==> config.mk <==
export PLATFORM = sky130hd
export DESIGN_NAME = regfile_wb_arbiter
export DESIGN_NICKNAME = d
export VERILOG_FILES = /design/src/rtl/rf_pkg.sv /design/src/rtl/rr_arbiter.sv /design/src/rtl/regfile_wb_arbiter.sv
export SDC_FILE = /design/constraint.sdc
export NUM_CORES = 1
export LEC_CHECK = 0
export ABC_AREA = 1
export CAP_MARGIN = 20
export CORE_MARGIN = 1
export CORE_UTILIZATION = 37
export DETAILED_ROUTE_END_ITERATION = 8
export PLACE_DENSITY = 0.84
export RECOVER_POWER = 100
export SKIP_LAST_GASP = 1
export SLEW_MARGIN = 5
export SYNTH_ARGS = -nofsm -noshare
export SYNTH_HDL_FRONTEND = slang
export SYNTH_HIERARCHICAL = 1
export SYNTH_SLANG_ARGS = --single-unit
==> constraint.sdc <==
create_clock -name clock -period 1.6 [get_ports clock]
set_input_delay 0.48 -clock clock [delete_from_list [all_inputs] [get_ports clock]]
set_output_delay 0.48 -clock clock [all_outputs]
set_load 0.03 [all_outputs]
==> src/rtl/rf_pkg.sv <==
// Shared register-file constants, FSM state encoding and write-port payload type.
package rf_pkg;

    localparam int unsigned REG_COUNT  = 32;
    localparam int unsigned REG_ADDR_W = 5;
    localparam int unsigned DATA_W     = 32;

    localparam logic [REG_ADDR_W-1:0] FIRST_REG = REG_ADDR_W'(1);
    localparam logic [REG_ADDR_W-1:0] LAST_REG  = REG_ADDR_W'(REG_COUNT - 1);

    typedef enum logic {
        ST_SWEEP = 1'b0,
        ST_RUN   = 1'b1
    } state_t;

    typedef struct packed {
        logic [REG_ADDR_W-1:0] addr;
        logic [DATA_W-1:0]     data;
    } wr_req_t;

endpackage

==> src/rtl/rr_arbiter.sv <==
// Combinational round-robin grant: first valid requester at or after i_ptr, wrapping.
module rr_arbiter #(
    parameter int unsigned NUM_REQ = 2,
    parameter int unsigned IDX_W   = 2
) (
    input  logic [NUM_REQ-1:0] i_valid,
    input  logic [IDX_W-1:0]   i_ptr,
    output logic [NUM_REQ-1:0] o_grant_c,
    output logic [IDX_W-1:0]   o_idx_c,
    output logic               o_any_c
);

    logic [2*NUM_REQ-1:0] w_dbl;
    logic [NUM_REQ-1:0]   w_rot;

    // Rotate so that the pointer position lands at bit 0.
    assign w_dbl = {i_valid, i_valid} >> i_ptr;
    assign w_rot = w_dbl[NUM_REQ-1:0];

    always_comb begin
        o_any_c   = |w_rot;
        o_idx_c   = '0;
        o_grant_c = '0;
        for (int j = int'(NUM_REQ) - 1; j >= 0; j--) begin
            if (w_rot[j]) begin
                o_idx_c = IDX_W'((int'(i_ptr) + j) % int'(NUM_REQ));
            end
        end
        for (int c = 0; c < int'(NUM_REQ); c++) begin
            o_grant_c[c] = o_any_c && (o_idx_c == IDX_W'(c));
        end
    end

endmodule

==> src/rtl/regfile_wb_arbiter.sv <==
// Register-file write-port controller: post-reset clear sweep of r1..r31, then
// round-robin sharing of the single write port among the writeback requesters.
module regfile_wb_arbiter
    import rf_pkg::*;
#(
    parameter int unsigned NUM_REQ = 2,
    parameter int unsigned IDX_W   = 2
) (
    input  logic                         clock,
    input  logic                         ctrl_reset_n,
    input  logic                         sweep_start,
    input  logic [NUM_REQ-1:0]           req_valid,
    input  logic [REG_ADDR_W*NUM_REQ-1:0] req_reg,
    input  logic [DATA_W*NUM_REQ-1:0]    req_data,
    output logic [NUM_REQ-1:0]           req_ready,
    output logic                         ctrl_writeEnable,
    output logic [REG_ADDR_W-1:0]        ctrl_writeReg,
    output logic [DATA_W-1:0]            data_writeReg,
    output logic                         init_done
);

    state_t                r_state, w_state_nxt;
    logic [REG_ADDR_W-1:0] r_sweep_idx, w_idx_nxt;
    logic [IDX_W-1:0]      r_rr_ptr, w_ptr_nxt;
    logic                  r_we, w_we_nxt;
    wr_req_t               r_wr, w_wr_nxt;

    logic [NUM_REQ-1:0]    w_gnt;
    logic [IDX_W-1:0]      w_gidx;
    logic                  w_gany;
    logic                  w_run;
    logic                  w_hs;
    logic [REG_ADDR_W-1:0] w_issue_idx;
    wr_req_t               w_sel;

    rr_arbiter #(
        .NUM_REQ (NUM_REQ),
        .IDX_W   (IDX_W)
    ) u_rr_arbiter (
        .i_valid   (req_valid),
        .i_ptr     (r_rr_ptr),
        .o_grant_c (w_gnt),
        .o_idx_c   (w_gidx),
        .o_any_c   (w_gany)
    );

    assign w_run       = (r_state == ST_RUN);
    assign w_hs        = w_run && w_gany;
    assign w_issue_idx = sweep_start ? FIRST_REG : r_sweep_idx;

    assign req_ready        = w_run ? w_gnt : '0;
    assign init_done        = w_run;
    assign ctrl_writeEnable = r_we;
    assign ctrl_writeReg    = r_wr.addr;
    assign data_writeReg    = r_wr.data;

    // Payload of the granted requester.
    always_comb begin
        w_sel = '0;
        for (int c = 0; c < int'(NUM_REQ); c++) begin
            if (w_gidx == IDX_W'(c)) begin
                w_sel.addr = req_reg[c*REG_ADDR_W +: REG_ADDR_W];
                w_sel.data = req_data[c*DATA_W +: DATA_W];
            end
        end
    end

    always_comb begin
        w_state_nxt = r_state;
        w_idx_nxt   = r_sweep_idx;
        w_ptr_nxt   = r_rr_ptr;
        w_we_nxt    = 1'b0;
        w_wr_nxt    = r_wr;
        case (r_state)
            ST_SWEEP: begin
                w_we_nxt = 1'b1;
                w_wr_nxt = '{addr: w_issue_idx, data: '0};
                if (w_issue_idx == LAST_REG) begin
                    w_state_nxt = ST_RUN;
                    w_idx_nxt   = FIRST_REG;
                end else begin
                    w_idx_nxt = w_issue_idx + REG_ADDR_W'(1);
                end
            end
            ST_RUN: begin
                if (w_hs) begin
                    w_ptr_nxt = IDX_W'((int'(w_gidx) + 1) % int'(NUM_REQ));
                    // r0 is hardwired zero: accept the request but suppress the write.
                    if (w_sel.addr != '0) begin
                        w_we_nxt = 1'b1;
                        w_wr_nxt = w_sel;
                    end
                end
                if (sweep_start) begin
                    w_state_nxt = ST_SWEEP;
                    w_idx_nxt   = FIRST_REG;
                end
            end
            default: begin
                w_state_nxt = ST_SWEEP;
                w_idx_nxt   = FIRST_REG;
            end
        endcase
    end

    always_ff @(posedge clock or negedge ctrl_reset_n) begin
        if (!ctrl_reset_n) begin
            r_state     <= ST_SWEEP;
            r_sweep_idx <= FIRST_REG;
            r_rr_ptr    <= '0;
            r_we        <= 1'b0;
            r_wr        <= '0;
        end else begin
            r_state     <= w_state_nxt;
            r_sweep_idx <= w_idx_nxt;
            r_rr_ptr    <= w_ptr_nxt;
            r_we        <= w_we_nxt;
            r_wr        <= w_wr_nxt;
        end
    end

endmodule

# Word-level counts from Yosys, hierarchy flattened
# Cells that the tools add are included.
# totals
in_bits,79
ff_bits,46
out_inout_bits,41
word_cells,42
# classes
n_eq_ne,4
reduce_logical,8
n_shift,1
n_addsub,3
n_mux,17
n_bitwise,3
# ops
op,count
37-bit 2-to-1 mux,4
37-bit case mux with 2 select lines,1
5-bit 2-to-1 mux,2
5-bit case mux with 2 select lines,1
2-bit 2-to-1 mux,3
"5-bit by 1-bit adder with 5-bit output, second input constant",1
"5-bit equality test, second input constant",1
5-bit nonzero test,1
1-bit 2-to-1 mux,4
"2-bit by 1-bit != test with 1-bit output, second input constant",2
1-bit case mux with 2 select lines,2
2-bit AND reduction,2
4-bit by 2-bit right shift with 2-bit output,1
1-bit logical AND,3
"1-bit adder, second input constant",2
"1-bit AND, first input constant",2
"2-bit by 1-bit equality test with 1-bit output, second input constant",1
2-bit zero test,1
2-bit OR reduction,1
1-bit NOT,1

# Depth between registers and ports, before layout
# logic_depth
ltp_word,11
ltp_mapped,13
ltp_nobuf,12

# Modules after synthesis
# Netlist, hierarchy kept.
# modules_own_cells
module,cells_per_inst,seq_area_each_um2,area_per_inst_um2,n_inst
regfile_wb_arbiter,283,1127.3,2481.1,1
rr_arbiter,11,0.0,56.3,1

# Least setup slack after synthesis
# OpenSTA, ideal clock, no wires.
# synth_path
kind,input -> register
startpoint,input port req_valid[1]
endpoint,"register r_wr, in the netlist ctrl_writeReg[4]"
t_arrival_ps,1809
setup_time_ps,118
path_slack_ps,-326
required_time_ps,1482
stages,13
n_path_buf,2
cell_sequence,inv_1 -> a21oi_1 -> inv_2 -> nor2_4 -> nand2_1 -> nand2_1 -> inv_2 -> nand3_2 -> nand2_4 -> buf_8 -> buf_8 -> nand3_2 -> nand2_1
# synth_between
elab_chain_len,9
word_cells_on_any_way,16
cone_classes,3 x eq/ne; 1 x shift; 7 x mux; 5 x reduce/logical
# synth_rtl
item,line_no,text
start: declaration,regfile_wb_arbiter.sv:12,"input logic [NUM_REQ-1:0] req_valid,"
4-bit by 2-bit right shift with 2-bit output (*),rr_arbiter.sv:17,"assign w_dbl = {i_valid, i_valid} >> i_ptr;"
2-bit 2-to-1 mux,rr_arbiter.sv:25,if (w_rot[j]) begin
2-bit 2-to-1 mux (*),rr_arbiter.sv:25,
net w_gidx[0],regfile_wb_arbiter.sv:29,logic [IDX_W-1:0] w_gidx;
2-bit zero test,regfile_wb_arbiter.sv:61,if (w_gidx == IDX_W'(c)) begin
37-bit 2-to-1 mux,regfile_wb_arbiter.sv:61,
37-bit 2-to-1 mux (*),regfile_wb_arbiter.sv:61,
5-bit nonzero test or 37-bit 2-to-1 mux (tied branches),regfile_wb_arbiter.sv:89,if (w_sel.addr != '0) begin
2-bit by 1-bit != test with 1-bit output (no source line) or 37-bit 2-to-1 mux (tied branches),--,
2-bit AND reduction (no source line) or 37-bit case mux with 2 select lines (tied branches),--,
end signal: assignment,regfile_wb_arbiter.sv:118,r_wr <= w_wr_nxt;
end: declaration,regfile_wb_arbiter.sv:26,"wr_req_t r_wr, w_wr_nxt;"
# The timed path passes the listed nets; every way through them passes the cells marked *. The select of a mux whose other input is x is not followed.
# A chain may end at the register's enable or synchronous reset.

# Final worst setup path
# layout_path
startpoint,register r_rr_ptr[0]
endpoint,"register r_wr, in the netlist data_writeReg[25]"
# layout_between
word_cells_on_any_way,18
cone_classes,1 x add/sub; 3 x eq/ne; 1 x shift; 7 x mux; 1 x bitwise; 5 x reduce/logical
# layout_rtl
item,line_no,text
start: declaration,regfile_wb_arbiter.sv:24,"logic [IDX_W-1:0] r_rr_ptr, w_ptr_nxt;"
start signal: assignment,regfile_wb_arbiter.sv:116,r_rr_ptr <= w_ptr_nxt;
4-bit by 2-bit right shift with 2-bit output or 1-bit adder (tied branches),"rr_arbiter.sv:17, rr_arbiter.sv:26",
2-bit 2-to-1 mux,rr_arbiter.sv:25,
2-bit 2-to-1 mux (*),rr_arbiter.sv:25,
net w_gidx[0],regfile_wb_arbiter.sv:29,
2-bit zero test,regfile_wb_arbiter.sv:61,
37-bit 2-to-1 mux,regfile_wb_arbiter.sv:61,
37-bit 2-to-1 mux (*),regfile_wb_arbiter.sv:61,
5-bit nonzero test or 37-bit 2-to-1 mux (tied branches),regfile_wb_arbiter.sv:89,
2-bit by 1-bit != test with 1-bit output (no source line) or 37-bit 2-to-1 mux (tied branches),--,
2-bit AND reduction (no source line) or 37-bit case mux with 2 select lines (tied branches),--,
# Marks and branches as above.

==> impl_metrics.py <==
metrics = {
    "grt": {
        "grt_pass1_vias": 2741,
        "grt.overflow.total": 0,
        "top_usage_layer": "met2",
        "antenna_found_initial": 0,
        "grt_pass1_wl_mm": 12.7,
        "met1_usage_pct": 26.8,
        "grt_use_total_pct": 22.5,
        "grt_use_met2_pct": 40.3,
        "grt_max_degree": 46,
        "use_met3_pct": 6.13,
    },
    "die": {
        "core_area_mm2": 0.00649,
        "rows": 29,
        "initial_core_util_pct": 39.1,
        "die-area_mm2": 0.00719,
        "die_w_um": 84.8,
        "die_height_um": 84.8,
        "ios": 120,
    },
    "setup_path": {
        "cp_slowest_cell": "dfrtp_1",
        "critPathLaunchType": "flip-flop",
        "critPathKind": "flip-flop to flip-flop",
        "cp_slowest_stage_delay_ns": 0.37,
        "cp.required_ns": 1.80,
        "critPathArrivalTime_ns": 1.99,
        "worstPathMaxFanout": 7,
        "startpoint": "r_rr_ptr[0]",
        "crit_path_end_kind": "flip-flop",
        "timing.rr.start": "r_rr_ptr[0]",
        "crit_chain": "inv_2 > a21oi_4 > inv_2 > nor2_4 > nand2_2 > nand2_4 > nor2_4 > nand3_2 > nand2_4 > buf_12 > buf_16 > nand3_4 > nand2_2",
    },
    "detailed_routing": {
        "drt_iter0_drc": 80,
        "viasPerCell": 5.06,
        "finalWirelength_mm": 8.09,
        "drc_errors": 9,
        "detail_route.wl_per_cell_um": 15.4,
        "drtAntennaViolNets": 0,
        "vias": 2654,
        "first_pass_iters": 9,
    },
    "clock_tree": {
        "cts.hold.buffers_added": 0,
        "cts.reportedPaths.clkPinSlew_ns": 0.10,
        "cts_buffer_depth": 2,
        "cts_made_buffers": 5,
        "cts_max_level": 2,
        "clock_sinks": 45,
        "cts_tree": "built",
        "clk_latency_ns": 0.31,
        "root_buffer": "clkbuf_8",
    },
    "sta": {
        "slew_violations": 0,
        "fin_crit_sh_pct": 112,
        "layout_setup_ws_ns": -0.190,
        "hold_viol_final": 0,
        "worst_pin_slew_ns": 1.14,
        "setup_viol": 41,
        "rsz0062_at_grt": "yes",
        "fin_crit_ns": 1.79,
        "fmax_mhz": 559,
        "worst_clock_skew_ns": 0.0129,
        "relSlewSlack_pct": 23.7,
    },
    "worst_hold_path": {
        "hp-class": "input port to async pin",
    },
    "final_layout": {
        "antenna_cells": 0,
        "multi_input_area_mm2": 0.00151,
        "num-fill-cells": 494,
        "utilization_pct": 70.9,
        "final_net_count": 528,
        "seq_area_mm2": 0.00113,
        "syn2layout_area_growth_pct": 81.6,
        "layout-drive-gt1-share_pct": 37.3,
    },
    "status": {
        "status": "finished with violations",
        "failed_checks": "design-rule violations, negative setup slack",
    },
    "placement": {
        "pre_cts_slack_ns": -0.846,
        "port_buffers": 119,
        "place_congestion": 0.814,
        "hpwl_mm": 5.40,
    },
    "logic_synthesis": {
        "seq_area_frac_synth_pct": 44.4,
        "netlist_instances": 294,
        "synth-edff-count": 0,
        "synth_nets": 375,
        "synth_area_per_cell_um2": 8.63,
        "synth_seq_cells": 45,
        "syn_area_mm2": 0.00254,
        "yosysWarnings": 6,
        "async_reset_ff_share_pct": 100,
        "synthFlopType": "dfrtp_1",
        "synth_cell_types": 27,
    },
    "run": {
        "maxCapViolCount": 0,
    },
    "power": {
        "power.density_mw_per_mm2": 552,
        "p_leak_nw": 2.27,
        "vdd_drop_max_uv": 438,
    },
}
kinds of logic (layout without fill, tap and decap cells):
family                   after synthesis  after routing  share of synthesized area (%)
AO/OA/AOI/OAI                         47             47                           14.2
XOR/XNOR                               1              1                          0.345
adder cells (fa/ha/maj)                2              2                          0.986
buffers and inverters                 39            193                           8.19
flip-flops                            45             45                           44.4
other                                  2              2                          0.296
AND/OR/NAND/NOR                      158            158                           31.6
report_power, final:
| group | internal [mW] | total [mW] | switching [mW] |
|---|---|---|---|
| clock | 0.311 | 0.743 | 0.432 |
| combinational | 0.344 | 0.616 | 0.272 |
| sequential | 1.17 | 1.18 | 0.0170 |
| total | 1.82 | 2.54 | 0.722 |
cells in the final DEF, fill, tap and decap left out, types with 2 or more instances in the layout:
master and instances:
a21oi_1 3, a22o_1 32, buf_12 7, buf_16 4
buf_2 2, buf_4 30, buf_6 5, buf_8 3
clkbuf_2 4, clkbuf_8 5, clkdlybuf4s15_1 16, clkdlybuf4s50_1 74
conb_1 2, dfrtp_1 43, dlygate4sd2_1 20, inv_1 10
inv_2 7, nand2_1 54, nand2_2 32, nand2_4 12
nand3_1 8, nand3_2 33, nand3_4 5, nand4_1 2
nor2_1 6, nor2_4 4, o21ai_0 9
final cells by class:
cell class | count | share of cell area, %
Timing Repair Buffer | 166 | 36.8
Sequential cell | 45 | 24.5
Tap cell | 77 | 2.09
Multi-Input combinational cell | 210 | 32.8
Clock inverter | 3 | 0.462
Clock buffer | 5 | 1.49
Inverter | 19 | 1.87
synth_stat cells (2+ instances only):
cell type,instances,area [µm²]
nand2_1,93,349
ha_1,2,25.0
nor2_1,6,22.5
nand2_2,4,25.0
o21ai_0,9,45.0
a22o_1,32,280
clkbuf_1,9,33.8
buf_8,2,30.0
buf_2,3,15.0
buf_4,5,37.5
conb_1,2,7.51
nand3_1,25,125
dfrtp_1,44,1100
inv_1,15,56.3
nand3_2,21,210
a21oi_1,5,25.0
nand4_1,2,12.5
nor2_4,2,22.5
nor2_2,2,12.5
inv_2,4,15.0
registers in the layout (all words and copies together), names as in the netlist:
name,flops
ctrl_writeReg,5
r_sweep_idx,5
r_rr_ptr,1
data_writeReg,32
init_done,1
ctrl_writeEnable,1
repair_timing:
| item | in CTS | in global routing |
|---|---|---|
| hold endpoints to repair | 0 | 0 |
| cloned | 6 | 0 |
| resized for setup | 104 | 71 |
| setup buffers | 9 | 7 |
| pin swaps | 23 | 31 |
| endpoints found under the setup margin | 82 | 63 |
through the flow:
stage          total power, mW  TNS (ns)  cell area, µm²  hold slack [ns]  cells
2_1_floorplan             1.42     -2.09            2570            0.184    294
3_3_place_gp              1.74    -30.30            3940            0.475    497
3_5_place_dp              1.75    -34.68            3940            0.484    497
4_1_cts                   2.52     -4.28            4430            0.149    520
5_1_grt                   2.64     -9.18            4610            0.537    525
6_report                  2.54     -6.36            4610            0.473    525
final timing paths:
| kind | endpoint | slack, ns | cells past startpoint |
|---|---|---|---|
| min reg2reg | data_writeReg[23] | 0.51 | 2 |
| min | data_writeReg[1] | 0.47 | 2 |
| max in group asynchronous | init_done | 0.30 | 2 |
| max | data_writeReg[25] | -0.19 | 13 |
| min in group clock | data_writeReg[23] | 0.51 | 2 |
| max reg2reg | data_writeReg[25] | -0.19 | 13 |
metal layers:
metal	wire length (µm)	up-vias
met5	0	-
met4	129	0
met3	500	15
met2	4170	90
met1	3290	1263
li1	-	1286
worst max-delay path: cells and delay by family (launching register included):
| kind | cells | cell delay, ns |
|---|---|---|
| buf+inv | 4 | 0.44 |
| flops | 1 | 0.37 |
| simple gates | 8 | 0.63 |
| compound gates | 1 | 0.22 |
Power figures use the tool's default switching activity.
